$ cat config.mk
export PLATFORM = sky130hd
export DESIGN_NAME = uart_tx_arbiter
export DESIGN_NICKNAME = d
export VERILOG_FILES = /design/src/rtl/uart_tx_arbiter.sv
export SDC_FILE = /design/constraint.sdc
export NUM_CORES = 1
export LEC_CHECK = 0
export BUFFER_PORTS_ARGS = -buffer_cell sky130_fd_sc_hd__buf_2
export CORE_ASPECT_RATIO = 1.2
export CORE_UTILIZATION = 45
export CTS_CLUSTER_DIAMETER = 60
export CTS_CLUSTER_SIZE = 25
export DETAILED_ROUTE_END_ITERATION = 8
export GPL_TIMING_DRIVEN = 0
export HOLD_SLACK_MARGIN = 0.08
export PLACE_DENSITY_LB_ADDON = 0.05
export SETUP_SLACK_MARGIN = 0.5
export SYNTH_ARGS = -nofsm -noshare
export SYNTH_HDL_FRONTEND = slang
export SYNTH_SLANG_ARGS = --single-unit
$ cat constraint.sdc
create_clock -name clk_100 -period 7.6 [get_ports clk_100]
set_input_delay 1.52 -clock clk_100 [delete_from_list [all_inputs] [get_ports clk_100]]
set_output_delay 1.52 -clock clk_100 [all_outputs]
set_load 0.005 [all_outputs]
$ cat src/rtl/uart_tx_arbiter.sv
// uart_tx_arbiter
//   Shares one UART transmitter between NUM_REQ byte-stream requesters.
//   Requesters are granted round-robin, and a grant lasts for a whole packet.
//   For each byte the arbiter:
//     - accepts the byte from the owner (one-hot req_ready),
//     - presents the byte on uart_tx_data,
//     - strobes uart_tx_load for one cycle,
//     - waits for uart_tx_empty before taking the next byte.
//   If the owner stalls between bytes for GAP_TIMEOUT cycles, the grant is revoked.
//
// Ports
//   clk_100        in   system clock
//   rst            in   asynchronous active-low reset
//   req_valid      in   per-requester byte valid
//   req_data       in   requester i byte on [i*DATA_LEN +: DATA_LEN]
//   req_last       in   byte is the last of its packet (qualified by valid)
//   req_ready      out  one-hot byte accept, asserted only in LOAD
//   uart_tx_data   out  byte handed to the UART, held until the next load
//   uart_tx_load   out  one-cycle start strobe to the UART
//   uart_tx_empty  in   UART transmitter idle
//   grant_id       out  index of the current owner (meaningful while busy)
//   busy           out  a packet grant is active
//   timeout_err    out  one-cycle pulse when a grant is revoked by the gap timer
module uart_tx_arbiter #(
  parameter int NUM_REQ     = 4,
  parameter int DATA_LEN    = 8,
  parameter int GAP_TIMEOUT = 1024,
  parameter int ID_W        = 3
) (
  input  logic                         clk_100,
  input  logic                         rst,
  input  logic [NUM_REQ-1:0]           req_valid,
  input  logic [NUM_REQ*DATA_LEN-1:0]  req_data,
  input  logic [NUM_REQ-1:0]           req_last,
  output logic [NUM_REQ-1:0]           req_ready,
  output logic [DATA_LEN-1:0]          uart_tx_data,
  output logic                         uart_tx_load,
  input  logic                         uart_tx_empty,
  output logic [ID_W-1:0]              grant_id,
  output logic                         busy,
  output logic                         timeout_err
);

  localparam int GAP_W = $clog2(GAP_TIMEOUT);
  localparam logic [GAP_W-1:0] GAP_MAX = GAP_W'(GAP_TIMEOUT - 1);

  typedef enum logic [2:0] {
    ARB        = 3'd0,
    LOAD       = 3'd1,
    SETTLE     = 3'd2,
    WAIT_EMPTY = 3'd3,
    NEXT       = 3'd4
  } state_t;

  state_t                state_r, state_s;
  logic [ID_W-1:0]       grant_id_r, grant_id_s;
  logic [ID_W-1:0]       ptr_r, ptr_s;
  logic                  busy_r, busy_s;
  logic                  last_r, last_s;
  logic [DATA_LEN-1:0]   data_r, data_s;
  logic                  load_r, load_s;
  logic [GAP_W-1:0]      gap_cnt_r, gap_cnt_s;
  logic                  timeout_err_r, timeout_err_s;

  logic [ID_W-1:0]       pick_s;
  logic [DATA_LEN-1:0]   sel_data_s;
  logic                  sel_valid_s;
  logic                  sel_last_s;

  // First valid requester after ptr, scanning ptr+1, ptr+2, ... with wrap at NUM_REQ.
  function automatic logic [ID_W-1:0] rr_pick(input logic [NUM_REQ-1:0] valid,
                                              input logic [ID_W-1:0]    ptr);
    logic [ID_W-1:0] idx;
    logic [ID_W-1:0] pick;
    logic            found;
    idx   = ptr;
    pick  = ptr;
    found = 1'b0;
    for (int k = 0; k < NUM_REQ; k++) begin
      if (idx == ID_W'(NUM_REQ - 1)) begin
        idx = '0;
      end else begin
        idx = idx + ID_W'(1);
      end
      for (int i = 0; i < NUM_REQ; i++) begin
        if (!found && (idx == ID_W'(i)) && valid[i]) begin
          pick  = idx;
          found = 1'b1;
        end else begin
          found = found;
        end
      end
    end
    return pick;
  endfunction

  // Round-robin winner for the ARB state.
  always_comb begin
    pick_s = rr_pick(req_valid, ptr_r);
  end

  // Mux the current owner's valid/data/last out of the flat request buses.
  always_comb begin
    sel_data_s  = '0;
    sel_valid_s = 1'b0;
    sel_last_s  = 1'b0;
    for (int i = 0; i < NUM_REQ; i++) begin
      if (grant_id_r == ID_W'(i)) begin
        sel_data_s  = req_data[i*DATA_LEN +: DATA_LEN];
        sel_valid_s = req_valid[i];
        sel_last_s  = req_last[i];
      end else begin
        sel_data_s  = sel_data_s;
      end
    end
  end

  // Next-state and next-register logic of the packet FSM.
  always_comb begin
    state_s       = state_r;
    grant_id_s    = grant_id_r;
    ptr_s         = ptr_r;
    busy_s        = busy_r;
    last_s        = last_r;
    data_s        = data_r;
    load_s        = 1'b0;
    gap_cnt_s     = gap_cnt_r;
    timeout_err_s = 1'b0;
    case (state_r)
      ARB: begin
        if ((|req_valid) && uart_tx_empty) begin
          grant_id_s = pick_s;
          busy_s     = 1'b1;
          state_s    = LOAD;
        end else begin
          state_s    = ARB;
        end
      end
      LOAD: begin
        // req_ready is high this cycle, so the owner's byte is taken now.
        data_s  = sel_data_s;
        last_s  = sel_last_s;
        load_s  = 1'b1;
        state_s = SETTLE;
      end
      SETTLE: begin
        // The UART may still report empty here; it drops within a cycle of load.
        state_s = WAIT_EMPTY;
      end
      WAIT_EMPTY: begin
        if (uart_tx_empty) begin
          if (last_r) begin
            ptr_s   = grant_id_r;
            busy_s  = 1'b0;
            state_s = ARB;
          end else begin
            gap_cnt_s = '0;
            state_s   = NEXT;
          end
        end else begin
          state_s = WAIT_EMPTY;
        end
      end
      NEXT: begin
        if (sel_valid_s) begin
          state_s = LOAD;
        end else if (gap_cnt_r == GAP_MAX) begin
          timeout_err_s = 1'b1;
          ptr_s         = grant_id_r;
          busy_s        = 1'b0;
          state_s       = ARB;
        end else begin
          // Counter never passes GAP_MAX, so it cannot wrap.
          gap_cnt_s = gap_cnt_r + GAP_W'(1);
        end
      end
      default: begin
        busy_s  = 1'b0;
        state_s = ARB;
      end
    endcase
  end

  // State and output registers; ptr resets to the top index so requester 0 wins first.
  always_ff @(posedge clk_100 or negedge rst) begin
    if (!rst) begin
      state_r       <= ARB;
      grant_id_r    <= '0;
      ptr_r         <= ID_W'(NUM_REQ - 1);
      busy_r        <= 1'b0;
      last_r        <= 1'b0;
      data_r        <= '0;
      load_r        <= 1'b0;
      gap_cnt_r     <= '0;
      timeout_err_r <= 1'b0;
    end else begin
      state_r       <= state_s;
      grant_id_r    <= grant_id_s;
      ptr_r         <= ptr_s;
      busy_r        <= busy_s;
      last_r        <= last_s;
      data_r        <= data_s;
      load_r        <= load_s;
      gap_cnt_r     <= gap_cnt_s;
      timeout_err_r <= timeout_err_s;
    end
  end

  assign req_ready    = (state_r == LOAD) ? ({{(NUM_REQ-1){1'b0}}, 1'b1} << grant_id_r)
                                          : {NUM_REQ{1'b0}};
  assign uart_tx_data = data_r;
  assign uart_tx_load = load_r;
  assign grant_id     = grant_id_r;
  assign busy         = busy_r;
  assign timeout_err  = timeout_err_r;

endmodule

==> tab_implementation.tex, run 1 <==
\begin{tabular}{lr}
\hline
Metric & Value \\
\hline
\multicolumn{2}{l}{\textbf{Run status}} \\
\quad Outcome & finished clean \\
\multicolumn{2}{l}{\textbf{Timing}} \\
\quad Pins over their slew limit & 0 \\
\quad Clock Skew & 0.00570 ns \\
\quad Tightest Pin Transition & 1.22 ns \\
\quad Achievable Freq & about 270 MHz \\
\quad Worst hold-check slack & approximately 0.46 ns \\
\quad Worst rel slew slack & 0.182 \\
\quad Unrepaired setup endpoints after global routing & false \\
\quad Min Tclk post-route & $\sim$3.7 ns \\
\quad Final Hold Violating Endpoints & 0 \\
\quad Total negative slack for setup checks & 0 ns \\
\quad Portion of the clock cycle consumed by the worst path in the final layout & 0.482 \\
\quad Endpoints failing setup & 0 \\
\multicolumn{2}{l}{\textbf{Yosys}} \\
\quad Synth Instances & about 240 \\
\quad Dominant cell type by area after synthesis & sky130\_fd\_sc\_hd\_\_dfrtp\_1 \\
\quad Number of register bits inferred by synthesis & 31 \\
\quad Net count after synthesis & roughly 290 \\
\quad Top flip-flop cell by instance count after synthesis & sky130\_fd\_sc\_hd\_\_dfrtp\_1 \\
\quad Share of Yosys cell area claimed by the top area cell type & 0.345 \\
\quad Avg Cell Area, Syn & between 8 and 9 um2 \\
\quad Sequential element share of the synthesized area & 0.370 \\
\quad Number of distinct library cells after synthesis & 52 \\
\quad Synth async-reset ratio & 1.00 \\
\quad Area contributors post-synth & sky130\_fd\_sc\_hd\_\_dfrtp\_1 35\%, sky130\_fd\_sc\_hd\_\_nor2\_1 4.8\%, sky130\_fd\_sc\_hd\_\_mux2\_2 4.3\% \\
\quad Combined area of all synthesized cells & $\sim$2100 um2 \\
\quad Number of enable-type register cells in the synthesized netlist & 0 \\
\quad Synth warnings & 0 \\
\multicolumn{2}{l}{\textbf{Place}} \\
\quad IO buf count & 60 \\
\quad DP Cell Count & around 360 \\
\quad Detailed placement HPWL & approximately 4000 um \\
\quad Routability congestion estimate & roughly 0.82 \\
\multicolumn{2}{l}{\textbf{Worst setup path}} \\
\quad Endpoint of the worst register-to-register path & grant\_id[1] \\
\quad Delay contributed by the slowest stage of the critical path & approximately 0.53 ns \\
\quad Startpoint kind of the worst setup timing path & register \\
\quad Kind of end point of the critical path & output port \\
\quad Type of the worst setup path & reg2out \\
\quad Endpoint required time on the critical path & between 6 and 7 ns \\
\quad Reg-to-reg critical path startpoint & ptr\_r[0] \\
\quad CP max FO & 8 \\
\quad Cell family contributing the most delay on the critical path & simple AND/OR/NAND/NOR gates \\
\quad Critical path cell sequence & or3b\_1 -> clkbuf\_1 -> nor3b\_1 -> nor2b\_1 -> buf\_2 \\
\quad Depth of the most critical reg-to-reg path & 11 \\
\quad Arrival time of the worst setup path & 2.14 ns \\
\quad Worst reg2reg setup slack & 4.37 ns \\
\quad Buffers \& Inverters on Critical Path & 2 \\
\quad Slowest stage cell, crit path & sky130\_fd\_sc\_hd\_\_nor3b\_1 \\
\multicolumn{2}{l}{\textbf{Drt}} \\
\quad DRC Markers & 0 \\
\quad DRC marker count from the first detailed-route iteration & 66 \\
\quad WL per Instance & between 10 and 15 um \\
\quad Antenna Nets Post-Route & 0 \\
\quad Final WL & a little over 5000 um \\
\quad Ratio of routed vias to standard cells & between 5 and 6 \\
\quad Vias & roughly 2000 \\
\quad 1st-pass router iterations & 6 \\
\multicolumn{2}{l}{\textbf{Clock network}} \\
\quad TritonCTS Buffers & 5 \\
\quad Number of post-CTS setup repair buffers & 0 \\
\quad Clock tree from TritonCTS & done \\
\quad Bufs on Longest Clock Path & 2 \\
\quad Total number of clock tree sinks & 31 \\
\quad H-tree depth & 2 \\
\quad Clk\_lat worst skew & $\sim$0.28 ns \\
\quad Cts hold-fix bufs & 0 \\
\quad Post-CTS clock slew at the launch and capture registers of the worst setup and hold paths & around 0.060 ns \\
\quad Cts repair resizes & 0 \\
\quad Clock Root Buffer & sky130\_fd\_sc\_hd\_\_clkbuf\_8 \\
\multicolumn{2}{l}{\textbf{Floorplan}} \\
\quad I/O pin total & a little over 60 \\
\quad Starting density of the core & 0.482 \\
\quad Y dimension of the die & just under 80 um \\
\quad Die area & a little under 5000 um2 \\
\quad Number of rows in the core area & 26 \\
\quad Core outline area & roughly 4400 um2 \\
\quad Die Wd & about 64 um \\
\multicolumn{2}{l}{\textbf{Final layout}} \\
\quad Post-layout net count & 356 \\
\quad Count of non-filler cells in the finished layout & 363 \\
\quad Area growth syn-to-layout & 22.4\% \\
\quad Fin util & 0.590 \\
\quad Number of fillers in the final layout & between 400 and 500 \\
\quad Antenna Cells & 0 \\
\quad Share of post-route cells with drive strength above 1 & 0.277 \\
\multicolumn{2}{l}{\textbf{GRT}} \\
\quad Total GRT Usage & 0.222 \\
\quad Antenna violations before repair & 0 \\
\quad Wire length of the first global-routing pass & slightly below 9000 um \\
\quad Leftover overflow at the end of global routing & 0 \\
\quad Maximum number of pins on one net before global-route repair & 32 \\
\quad Via count of the first global-routing pass & between 1500 and 2000 \\
\multicolumn{2}{l}{\textbf{Job}} \\
\quad Maximum Capacitance Violations & 0 \\
\multicolumn{2}{l}{\textbf{Power}} \\
\quad Total power of the final layout & $\sim$0.99 mW \\
\quad Maximum VDD drop & between 0.2 and 0.25 mV \\
\quad Areal power density over the cells & between 300 and 400 nW/um2 \\
\quad Leakage power of the design & 1.22 nW \\
\multicolumn{2}{l}{\textbf{Hold path}} \\
\quad Cells on Worst Hold Path & 2 \\
\quad Destination of the worst hold path & uart\_tx\_data[1] \\
\quad Type of the tightest min-delay check & reg2reg \\
\quad Hold\_sp & uart\_tx\_data[1] \\
\hline
\end{tabular}
per-stage QoR:
step | worst slack [ns] | instance area [um2]
floorplan | 4.57 | 2100
global placement | 4.21 | 2470
detailed placement | 4.22 | 2470
CTS | 3.91 | 2570
global route | 3.78 | 2570
finish | 3.94 | 2570
synthesized netlist by cell type, drive strengths merged, types with 2 or more instances:
library cell / number
nor3b: 5
nor2b: 7
or3: 3
nor2: 27
a21oi: 16
or2: 2
nand2: 22
o22ai: 2
a21o: 3
nor3: 7
ha: 7
buf: 3
o21ai: 17
and3: 3
nor4: 5
a31oi: 3
inv: 7
nand3: 5
nand4: 3
o211ai: 2
dfstp: 2
mux2: 11
a22oi: 6
a22o: 3
dfrtp: 29
xnor2: 6
mux2i: 5
and2: 2
clkbuf: 5
nand2b: 6
cell usage in the layout (no fill, tap or decap), types with 3 or more instances in the layout:
cell / netlist / final
sky130_fd_sc_hd__nor3b_1: 5 / 5
sky130_fd_sc_hd__nor2_1: 27 / 27
sky130_fd_sc_hd__a21o_1: 3 / 3
sky130_fd_sc_hd__nor3_1: 7 / 7
sky130_fd_sc_hd__o21ai_0: 4 / 4
sky130_fd_sc_hd__a21oi_1: 16 / 16
sky130_fd_sc_hd__ha_1: 7 / 7
sky130_fd_sc_hd__mux2_2: 8 / 8
sky130_fd_sc_hd__mux2i_1: 5 / 5
sky130_fd_sc_hd__clkbuf_8: 0 / 7
sky130_fd_sc_hd__nand2_1: 22 / 22
sky130_fd_sc_hd__dfrtp_1: 29 / 29
sky130_fd_sc_hd__or3_1: 3 / 3
sky130_fd_sc_hd__inv_1: 5 / 5
sky130_fd_sc_hd__a31oi_1: 3 / 3
sky130_fd_sc_hd__xnor2_1: 6 / 6
sky130_fd_sc_hd__nand3_1: 5 / 5
sky130_fd_sc_hd__clkbuf_1: 5 / 6
sky130_fd_sc_hd__nor4_1: 5 / 5
sky130_fd_sc_hd__nand4_1: 3 / 3
sky130_fd_sc_hd__and3_1: 3 / 3
sky130_fd_sc_hd__buf_2: 1 / 61
sky130_fd_sc_hd__a22o_1: 3 / 3
sky130_fd_sc_hd__nor2b_1: 6 / 6
sky130_fd_sc_hd__a22oi_1: 6 / 6
sky130_fd_sc_hd__mux2_1: 3 / 3
sky130_fd_sc_hd__nand2b_1: 5 / 5
sky130_fd_sc_hd__o21ai_1: 13 / 13
final cells by class:
class	instances	area, um2	area share
clock buffer	8	100	0.0389
inverter	7	26.3	0.0102
buffer	8	31.3	0.0122
sequential	31	778	0.303
multi-input combinational	193	1270	0.492
timing repair buffer	60	300	0.117
tap	56	70.1	0.0272
layer usage:
metal	track usage	share of wire	vias to the layer above
met3	0.0461	0.034	6
met5	0	0	-
li1	-	-	1000
met2	0.403	0.53	39
met4	0.0600	0.011	0
met1	0.259	0.43	942
registers in the layout (all words and copies together) (netlist names):
name and flops:
uart_tx_data 8, timeout_err 1, grant_id 3, ptr_r 3, uart_tx_load 1, gap_cnt_r 10, busy 1, state_r 3
last_r 1
worst min-delay path: cells and delay by family, from the launching register on:
kind / cells / cell delay, ns
simple gates: 2 / 0.09
flops: 1 / 0.34
logic make-up after synthesis:
group           synth area share
compound gates             0.189
xor+xnor                  0.0250
fa+ha+maj                 0.0417
buf+inv                   0.0274
flops                      0.370
mux                       0.0935
simple gates               0.254
worst max path at each step:
stage,slack (ns),from,depth (start not counted),endpoint
after detailed placement,4.22,state_r[0],5,req_ready[2]
after floorplan,4.57,state_r[1],4,req_ready[2]
after CTS,3.91,state_r[1],5,req_ready[2]
after global routing,3.78,state_r[0],5,req_ready[2]
final,3.94,state_r[0],5,req_ready[2]
after global placement,4.21,state_r[0],5,req_ready[2]
where the power goes:
group / internal, mW / total [mW] / switching [mW] / leakage, nW
Clock: 0.0825 / 0.142 / 0.0591 / 0.0515
Combinational: 0.248 / 0.585 / 0.337 / 0.768
Sequential: 0.218 / 0.267 / 0.0488 / 0.400
Total: 0.548 / 0.993 / 0.445 / 1.22
(Power assumes the default switching activity.)
==> run 2: changes to the inputs <==
- ABC_AREA: unset -> 1
- clock period: 7.6 -> 3.7 ns (I/O delays scaled with it)
==> run 2 against run 1 <==
- sequential power up 110%
- cell count up 23%
- clock skew shrank 0.0022 ns
- sequential cell count is the same
- clock-buffer cell count fell by 2
- critical path type is now reg2reg
- largest cell class unchanged
==> tab_implementation.tex, run 2 <==
\begin{tabular}{lr}
\hline
Metric & Value \\
\hline
\multicolumn{2}{l}{\textbf{Drt}} \\
\quad Vias & 2314 (was 1987) \\
\quad DRC Markers & 0 (unchanged) \\
\quad Antenna Nets Post-Route & 0 (unchanged) \\
\quad WL per Instance & 13.2 um (was 14.0 um) \\
\quad Ratio of routed vias to standard cells & 5.20 (was 5.47) \\
\quad 1st-pass router iterations & 4 (was 6) \\
\quad DRC marker count from the first detailed-route iteration & 126 (was 66) \\
\quad Final WL & 5880 um (was 5070 um) \\
\multicolumn{2}{l}{\textbf{Timing}} \\
\quad Worst rel slew slack & 0.521 (was 0.182) \\
\quad Clock Skew & 0.00351 ns (was 0.00570 ns) \\
\quad Total negative slack for setup checks & 0 ns (unchanged) \\
\quad Worst hold-check slack & 0.485 ns (was 0.460 ns) \\
\quad Final Hold Violating Endpoints & 0 (unchanged) \\
\quad Endpoints failing setup & 0 (unchanged) \\
\quad Portion of the clock cycle consumed by the worst path in the final layout & 0.735 \\
\quad Tightest Pin Transition & 0.719 ns (was 1.22 ns) \\
\quad Pins over their slew limit & 0 (unchanged) \\
\quad Final worst setup slack & 0.979 ns (was 3.94 ns) \\
\quad Unrepaired setup endpoints after global routing & false (unchanged) \\
\quad Min Tclk post-route & $\sim$2.7 ns \\
\quad Achievable Freq & between 300 and 400 MHz \\
\multicolumn{2}{l}{\textbf{Final layout}} \\
\quad Area growth syn-to-layout & 21.8\% (was 22.4\%) \\
\quad Post-layout net count & 436 (was 356) \\
\quad Share of post-route cells with drive strength above 1 & 0.240 (was 0.277) \\
\quad Register containing the most flip-flops in the final layout & gap\_cnt\_r (unchanged) \\
\quad Leading cell types in the layout, fill and taps excluded & 101 x sky130\_fd\_sc\_hd\_\_nand2\_1, 61 x sky130\_fd\_sc\_hd\_\_buf\_2, 35 x sky130\_fd\_sc\_hd\_\_nand3\_1 (was 61 x sky130\_fd\_sc\_hd\_\_buf\_2, 29 x sky130\_fd\_sc\_hd\_\_dfrtp\_1, 27 x sky130\_fd\_sc\_hd\_\_nor2\_1) \\
\quad Area used by sequential logic in the layout & 778 um2 (unchanged) \\
\quad Area occupied by multi-input gates & 1290 um2 (was 1270 um2) \\
\quad Number of fillers in the final layout & 480 (was 408) \\
\quad Antenna Cells & 0 (unchanged) \\
\quad Final standard cell area without fillers & 2740 um2 (was 2570 um2) \\
\quad Max FFs per register & 10 (unchanged) \\
\quad Most common cell after layout, fill and taps aside & sky130\_fd\_sc\_hd\_\_nand2\_1 (was sky130\_fd\_sc\_hd\_\_buf\_2) \\
\multicolumn{2}{l}{\textbf{Floorplan}} \\
\quad Die area & 5290 um2 (was 4950 um2) \\
\quad Number of rows in the core area & 27 (was 26) \\
\quad I/O pin total & 61 (unchanged) \\
\quad Core outline area & 4700 um2 (was 4360 um2) \\
\quad Die Wd & 66.6 um (was 64.4 um) \\
\quad Starting density of the core & 0.479 (was 0.482) \\
\quad Y dimension of the die & 79.5 um (was 76.9 um) \\
\multicolumn{2}{l}{\textbf{Yosys}} \\
\quad Main combinational cell family by area after synthesis & simple AND/OR/NAND/NOR gates (unchanged) \\
\quad Most frequently used cell type in the post-synthesis netlist & sky130\_fd\_sc\_hd\_\_nand2\_1 (was sky130\_fd\_sc\_hd\_\_dfrtp\_1) \\
\quad Synth warnings & 0 (unchanged) \\
\quad Simple-gate share of the synthesized area & 0.360 (was 0.254) \\
\quad Sequential element share of the synthesized area & 0.346 (was 0.370) \\
\quad Net count after synthesis & 369 (was 289) \\
\quad Synth async-reset ratio & 1.00 (unchanged) \\
\quad Share of Yosys cell area claimed by the top area cell type & 0.322 (was 0.345) \\
\quad Number of register bits inferred by synthesis & 31 (unchanged) \\
\quad Synth Area in Compound Gates & 0.148 (was 0.189) \\
\quad Avg Cell Area, Syn & 7.06 um2 (was 8.80 um2) \\
\quad Number of distinct library cells after synthesis & 38 (was 52) \\
\quad Area contributors post-synth & sky130\_fd\_sc\_hd\_\_dfrtp\_1 32\%, sky130\_fd\_sc\_hd\_\_nand2\_1 17\%, sky130\_fd\_sc\_hd\_\_nand3\_1 7.8\% (was sky130\_fd\_sc\_hd\_\_dfrtp\_1 35\%, sky130\_fd\_sc\_hd\_\_nor2\_1 4.8\%, sky130\_fd\_sc\_hd\_\_mux2\_2 4.3\%) \\
\quad Arithmetic-cell share of the synthesized area counting full adders, half adders and majority gates & 0.0389 (was 0.0417) \\
\quad Most numerous cell types in the synthesized netlist & 101 x sky130\_fd\_sc\_hd\_\_nand2\_1, 35 x sky130\_fd\_sc\_hd\_\_nand3\_1, 32 x sky130\_fd\_sc\_hd\_\_inv\_1, 29 x sky130\_fd\_sc\_hd\_\_dfrtp\_1, 21 x sky130\_fd\_sc\_hd\_\_nor2\_1 (was 29 x sky130\_fd\_sc\_hd\_\_dfrtp\_1, 27 x sky130\_fd\_sc\_hd\_\_nor2\_1, 22 x sky130\_fd\_sc\_hd\_\_nand2\_1, 16 x sky130\_fd\_sc\_hd\_\_a21oi\_1, 13 x sky130\_fd\_sc\_hd\_\_o21ai\_1) \\
\quad Top flip-flop cell by instance count after synthesis & sky130\_fd\_sc\_hd\_\_dfrtp\_1 (unchanged) \\
\quad Dominant cell type by area after synthesis & sky130\_fd\_sc\_hd\_\_dfrtp\_1 (unchanged) \\
\quad Number of enable-type register cells in the synthesized netlist & 0 (unchanged) \\
\quad Post-synthesis xor/xnor area fraction & 0.0272 (was 0.0250) \\
\quad Synth Instances & 319 (was 239) \\
\quad Fraction of synthesized area in multiplexers & 0 (was 0.0935) \\
\quad Combined area of all synthesized cells & 2250 um2 (was 2100 um2) \\
\multicolumn{2}{l}{\textbf{Power}} \\
\quad Switching power as a share of total power & 0.487 (was 0.448) \\
\quad Total net switching power & 1.13 mW (was 0.445 mW) \\
\quad Maximum VDD drop & 0.446 mV (was 0.227 mV) \\
\quad Areal power density over the cells & 842 nW/um2 (was 386 nW/um2) \\
\quad Total power of the final layout & 2.31 mW (was 0.993 mW) \\
\quad Leakage power of the design & 1.43 nW (was 1.22 nW) \\
\quad Sequential group share of total power & 0.241 (was 0.269) \\
\quad Clock network fraction of design power & 0.151 (was 0.143) \\
\quad Combinational share of power & 0.607 (was 0.589) \\
\quad Internal power & 1.18 mW (was 0.548 mW) \\
\multicolumn{2}{l}{\textbf{Worst setup path}} \\
\quad Endpoint of the worst register-to-register path & grant\_id[1] (unchanged) \\
\quad Reg-to-reg critical path startpoint & ptr\_r[0] (unchanged) \\
\quad Type of the worst setup path & reg2reg (was reg2out) \\
\quad Endpoint required time on the critical path & 3.88 ns (was 6.08 ns) \\
\quad Arrival time of the worst setup path & 2.90 ns (was 2.14 ns) \\
\quad Startpoint kind of the worst setup timing path & register (unchanged) \\
\quad Kind of end point of the critical path & register (was output port) \\
\quad CP max FO & 6 (was 8) \\
\quad Depth of the most critical reg-to-reg path & 14 (was 11) \\
\quad Worst reg2reg setup slack & 0.98 ns (was 4.37 ns) \\
\multicolumn{2}{l}{\textbf{Place}} \\
\quad Detailed placement HPWL & 4590 um (was 3990 um) \\
\quad Worst slack after detailed placement & 1.01 ns (was 4.22 ns) \\
\quad Routability congestion estimate & 0.844 (was 0.816) \\
\quad Placement-stage cell area & 2620 um2 (was 2470 um2) \\
\quad IO buf count & 60 (unchanged) \\
\multicolumn{2}{l}{\textbf{Hold path}} \\
\quad Hold\_sp & state\_r[2] (was uart\_tx\_data[1]) \\
\quad Destination of the worst hold path & uart\_tx\_load (was uart\_tx\_data[1]) \\
\quad Type of the tightest min-delay check & reg2reg (unchanged) \\
\quad Cells on Worst Hold Path & 1 (was 2) \\
\multicolumn{2}{l}{\textbf{GRT}} \\
\quad Antenna violations before repair & 0 (unchanged) \\
\quad Wire length of the first global-routing pass & 10100 um (was 8690 um) \\
\quad Total GRT Usage & 0.249 (was 0.222) \\
\quad Maximum number of pins on one net before global-route repair & 32 (unchanged) \\
\quad Leftover overflow at the end of global routing & 0 (unchanged) \\
\quad Via count of the first global-routing pass & 2235 (was 1889) \\
\multicolumn{2}{l}{\textbf{Clock network}} \\
\quad TritonCTS Buffers & 5 (unchanged) \\
\quad Cts repair resizes & 0 (unchanged) \\
\quad Bufs on Longest Clock Path & 2 (unchanged) \\
\quad H-tree depth & 2 (unchanged) \\
\quad Number of post-CTS setup repair buffers & 0 (unchanged) \\
\quad Cts hold-fix bufs & 0 (unchanged) \\
\quad Clock tree from TritonCTS & done (unchanged) \\
\quad Post-CTS clock slew at the launch and capture registers of the worst setup and hold paths & 0.07 ns (was 0.06 ns) \\
\quad Clock Root Buffer & sky130\_fd\_sc\_hd\_\_clkbuf\_8 (unchanged) \\
\quad Clk\_lat worst skew & 0.28 ns (about the same) \\
\quad Total number of clock tree sinks & 31 (unchanged) \\
\multicolumn{2}{l}{\textbf{Job}} \\
\quad Maximum Capacitance Violations & 0 (unchanged) \\
\multicolumn{2}{l}{\textbf{Run status}} \\
\quad Outcome & finished clean (unchanged) \\
\hline
\end{tabular}
## run 2: cell count changes in the layout (fill, tap and decap cells not counted), sizes merged, moves of 6 or more
| cell | change |
|---|---|
| nand2 | +83 |
| nand3 | +31 |
| inv | +28 |
| mux2 | -11 |
| o21ai | -8 |
| nor2b | -7 |
| o211ai | +7 |
| o31ai | +7 |
| a22oi | -6 |
| xor2 | +6 |
## run 2: final cells by class
class                   instances  area share
multi-input cells             244       0.471
flip-flops and latches         31       0.284
repair buffers                 60       0.110
inverters                      36      0.0493
clock buffers                   6      0.0301
well taps                      58      0.0265
plain buffers                   8      0.0169
clock inverters                 2      0.0128
## run 2: power groups by stage
stage / logic, mW / registers, mW / clock network (mW)
2_1_floorplan: 1.05 / 0.551 / 0
3_3_place_gp: 1.39 / 0.560 / 0
3_5_place_dp: 1.41 / 0.562 / 0
4_1_cts: 1.41 / 0.557 / 0.358
5_1_grt: 1.62 / 0.575 / 0.373
6_report: 1.40 / 0.557 / 0.350
## run 2: per-stage QoR
step                 util  cells
CTS                 0.584    445
detailed placement  0.559    437
global placement    0.559    437
finish              0.584    445
floorplan               -    319
global route        0.584    445
## run 2: cells by family (layout without fill, tap and decap cells)
kind of cell,count (synthesis),count (layout)
AND/OR/NAND/NOR,181,181
buffers and inverters,44,112
adder cells (fa/ha/maj),7,7
AO/OA/AOI/OAI,49,49
flip-flops,31,31
XOR/XNOR,7,7
## run 2: how the worst max path moves through the flow
stage	from	endpoint	cells after the start
after floorplan	ptr_r[0]	grant_id[1]	14
after global placement	ptr_r[0]	grant_id[1]	14
after detailed placement	ptr_r[0]	grant_id[1]	14
after CTS	ptr_r[0]	grant_id[1]	14
after global routing	ptr_r[0]	grant_id[1]	14
final	ptr_r[0]	grant_id[1]	14
## run 2: worst max-delay path, cell delays in order (launching register included)
cell	delay, ns
sky130_fd_sc_hd__dfstp_2	0.57
sky130_fd_sc_hd__ha_1	0.26
sky130_fd_sc_hd__nand2_1	0.17
sky130_fd_sc_hd__inv_1	0.12
sky130_fd_sc_hd__ha_1	0.26
sky130_fd_sc_hd__nand2_1	0.08
sky130_fd_sc_hd__nand2_1	0.06
sky130_fd_sc_hd__o21bai_1	0.38
sky130_fd_sc_hd__nand2_1	0.14
sky130_fd_sc_hd__a31oi_2	0.23
sky130_fd_sc_hd__nand2_1	0.09
sky130_fd_sc_hd__o21ai_0	0.08
sky130_fd_sc_hd__nand2_1	0.07
sky130_fd_sc_hd__nand2_1	0.06
sky130_fd_sc_hd__nand2_1	0.04
## run 2: routing by layer
layer / GRT usage / part of all wire / vias to the layer above
met2: 0.436 / 0.52 / 40
met1: 0.305 / 0.44 / 1080
met5: 0 / 0 / -
li1: - / - / 1186
met4: 0.0681 / 0.015 / 0
met3: 0.0471 / 0.034 / 8
==> run 3: changes to the inputs <==
- clock period: 3.7 -> 2.6 ns (I/O delays scaled with it)
==> run 3 against run 2 <==
- sequential share of layout area shrank 2.4 points
- largest power group unchanged
- clock skew up 0.0016 ns
- clock-buffer cell count unchanged
- critical path type unchanged
- wire length rose by 5.5%
- cell count rose by 3.1%
- critical endpoint is now grant_id[2]
==> tab_implementation.tex, run 3 (synthesis results as in run 2) <==
\begin{tabular}{lr}
\hline
Metric & Value \\
\hline
\multicolumn{2}{l}{\textbf{Power}} \\
\quad Leakage power of the design & 1.51 nW (was 1.43 nW) \\
\quad Maximum VDD drop & 0.813 mV (was 0.446 mV) \\
\quad Total power of the final layout & 3.78 mW (was 2.31 mW) \\
\quad Areal power density over the cells & 1260 nW/um2 (was 842 nW/um2) \\
\multicolumn{2}{l}{\textbf{Worst setup path}} \\
\quad Startpoint kind of the worst setup timing path & register (unchanged) \\
\quad CP max FO & 4 (was 6) \\
\quad First element of the critical path & ptr\_r[0] (unchanged) \\
\quad Reg-to-reg critical path startpoint & ptr\_r[0] (unchanged) \\
\quad Arrival time of the worst setup path & 2.56 ns (was 2.90 ns) \\
\quad Endpoint required time on the critical path & 2.78 ns (was 3.88 ns) \\
\quad Type of the worst setup path & reg2reg (unchanged) \\
\quad Kind of end point of the critical path & register (unchanged) \\
\multicolumn{2}{l}{\textbf{Final layout}} \\
\quad Max FFs per register & 10 (unchanged) \\
\quad Post-layout net count & 451 (was 436) \\
\quad Register containing the most flip-flops in the final layout & gap\_cnt\_r (unchanged) \\
\quad Share of post-route cells with drive strength above 1 & 0.322 (was 0.240) \\
\quad Leading cell types in the layout, fill and taps excluded & 94 x sky130\_fd\_sc\_hd\_\_nand2\_1, 61 x sky130\_fd\_sc\_hd\_\_buf\_2, 34 x sky130\_fd\_sc\_hd\_\_nand3\_1 (was 101 x sky130\_fd\_sc\_hd\_\_nand2\_1, 61 x sky130\_fd\_sc\_hd\_\_buf\_2, 35 x sky130\_fd\_sc\_hd\_\_nand3\_1) \\
\quad Most common cell after layout, fill and taps aside & sky130\_fd\_sc\_hd\_\_nand2\_1 (unchanged) \\
\quad Count of non-filler cells in the finished layout & 459 (was 445) \\
\quad Area growth syn-to-layout & 33.1\% (was 21.8\%) \\
\quad Antenna Cells & 0 (unchanged) \\
\multicolumn{2}{l}{\textbf{GRT}} \\
\quad Maximum number of pins on one net before global-route repair & 32 (unchanged) \\
\quad Wire length of the first global-routing pass & 10300 um (was 10100 um) \\
\quad Total GRT Usage & 0.256 (was 0.249) \\
\quad Leftover overflow at the end of global routing & 0 (unchanged) \\
\quad Antenna violations before repair & 0 (unchanged) \\
\quad Via count of the first global-routing pass & 2271 (was 2235) \\
\multicolumn{2}{l}{\textbf{Timing}} \\
\quad Clock Skew & 0.00515 ns (was 0.00351 ns) \\
\quad Min Tclk post-route & 2.38 ns (was 2.72 ns) \\
\quad Endpoints failing setup & 0 (unchanged) \\
\quad Final Hold Violating Endpoints & 0 (unchanged) \\
\quad Worst rel slew slack & 0.522 (was 0.521) \\
\quad Pins over their slew limit & 0 (unchanged) \\
\quad Portion of the clock cycle consumed by the worst path in the final layout & 0.916 (was 0.735) \\
\quad Achievable Freq & 420 MHz (was 367 MHz) \\
\quad Total negative slack for setup checks & 0 ns (unchanged) \\
\quad Unrepaired setup endpoints after global routing & true (was false) \\
\quad Tightest Pin Transition & 0.716 ns (was 0.719 ns) \\
\multicolumn{2}{l}{\textbf{Clock network}} \\
\quad Clock Root Buffer & sky130\_fd\_sc\_hd\_\_clkbuf\_8 (unchanged) \\
\quad Bufs on Longest Clock Path & 2 (unchanged) \\
\quad Post-CTS clock slew at the launch and capture registers of the worst setup and hold paths & 0.06 ns (was 0.07 ns) \\
\quad Cts hold-fix bufs & 0 (unchanged) \\
\quad Clk\_lat worst skew & 0.29 ns (was 0.28 ns) \\
\quad TritonCTS Buffers & 5 (unchanged) \\
\quad Total number of clock tree sinks & 31 (unchanged) \\
\quad H-tree depth & 2 (unchanged) \\
\quad Clock tree from TritonCTS & done (unchanged) \\
\multicolumn{2}{l}{\textbf{Drt}} \\
\quad Top layer used by detailed routing & met4 (unchanged) \\
\quad Met3 WL post-DR & 284 um (was 200 um) \\
\quad Final WL & 6210 um (was 5880 um) \\
\quad Antenna Nets Post-Route & 0 (unchanged) \\
\quad Vias & 2418 (was 2314) \\
\quad DRC marker count from the first detailed-route iteration & 86 (was 126) \\
\quad 1st-pass router iterations & 4 (unchanged) \\
\quad WL per Instance & 13.5 um (was 13.2 um) \\
\quad Routed length on met2 & 3140 um (was 3030 um) \\
\quad Ratio of routed vias to standard cells & 5.27 (was 5.20) \\
\quad Routed length on met1 & 2650 um (was 2560 um) \\
\quad DRC Markers & 0 (unchanged) \\
\multicolumn{2}{l}{\textbf{Place}} \\
\quad IO buf count & 60 (unchanged) \\
\quad Detailed placement HPWL & 4600 um (was 4590 um) \\
\quad Routability congestion estimate & 0.937 (was 0.844) \\
\quad DP Cell Count & 437 (unchanged) \\
\multicolumn{2}{l}{\textbf{Floorplan}} \\
\quad Die Wd & 66.6 um (unchanged) \\
\quad Number of rows in the core area & 27 (unchanged) \\
\quad Core outline area & 4700 um2 (unchanged) \\
\quad Y dimension of the die & 79.5 um (unchanged) \\
\quad Die area & 5290 um2 (unchanged) \\
\quad I/O pin total & 61 (unchanged) \\
\quad Starting density of the core & 0.479 (unchanged) \\
\multicolumn{2}{l}{\textbf{Job}} \\
\quad Maximum Capacitance Violations & 0 (unchanged) \\
\multicolumn{2}{l}{\textbf{Hold path}} \\
\quad Type of the tightest min-delay check & in2async (was reg2reg) \\
\multicolumn{2}{l}{\textbf{Run status}} \\
\quad Outcome & finished clean (unchanged) \\
\hline
\end{tabular}
==> run 3: cell types whose count changed in the layout (fill, tap and decap cells not counted), sizes merged <==
| cell | change |
|---|---|
| bufinv | -1 |
| buf | +15 |
==> run 3: per-layer routing <==
metal	vias up	global-route usage
met5	-	0
met3	13	0.0429
li1	1218	-
met2	72	0.442
met1	1115	0.313
met4	0	0.0957
==> run 3: power breakdown <==
part	internal [mW]	switching (mW)
combinational	1.07	1.51
clock	0.207	0.179
sequential	0.660	0.153
==> run 3: path summary, 6_finish.rpt <==
| kind | endpoint | slack (ns) | cells past startpoint |
|---|---|---|---|
| max reg2reg | grant_id[2] | 0.22 | 13 |
| max in group asynchronous | grant_id[2] | 1.86 | 1 |
| min reg2reg | busy | 0.47 | 2 |
| min in group clk_100 | uart_tx_data[2] | 0.45 | 3 |
| max | grant_id[2] | 0.22 | 13 |
| min | gap_cnt_r[7] | 0.28 | 1 |
==> run 3: metrics by stage <==
stage | setup slack [ns] | utilization | area (um2) | hold WS (ns)
after floorplan | 0.502 | - | 2300 | 0.224
after global placement | 0.263 | 0.569 | 2670 | 0.452
after detailed placement | 0.240 | 0.569 | 2670 | 0.454
after CTS | 0.329 | 0.632 | 2970 | 0.304
after global routing | 0.115 | 0.638 | 3000 | 0.342
final | 0.219 | 0.638 | 3000 | 0.284
==> run 3: layout make-up <==
cell class	count	area [um2]
inverters	36	143
repair buffers	75	417
clock buffers	6	82.6
well taps	58	72.6
multi-input cells	244	1450
clock inverters	1	5.00
flip-flops and latches	31	778
fillers	419	1700
plain buffers	8	50.0
==> run 3: repair_timing <==
action / 4_1_cts / 5_1_grt
pin swaps: 16 / 10
setup endpoints to repair: 7 / 7
setup buffers: 14 / 1
resized for setup: 26 / 3
==> run 3: worst max-delay path: stages (launching register included) <==
cell and delay (ns):
sky130_fd_sc_hd__dfstp_2 0.57, sky130_fd_sc_hd__ha_4 0.15, sky130_fd_sc_hd__nand2_4 0.06, sky130_fd_sc_hd__nand2_4 0.10, sky130_fd_sc_hd__inv_6 0.05, sky130_fd_sc_hd__ha_4 0.15
sky130_fd_sc_hd__nand3b_1 0.27, sky130_fd_sc_hd__nand4_1 0.29, sky130_fd_sc_hd__nand4_1 0.18, sky130_fd_sc_hd__buf_4 0.17, sky130_fd_sc_hd__nor2_1 0.09, sky130_fd_sc_hd__nor2_1 0.05
sky130_fd_sc_hd__nand3_1 0.07, sky130_fd_sc_hd__nand2_1 0.05
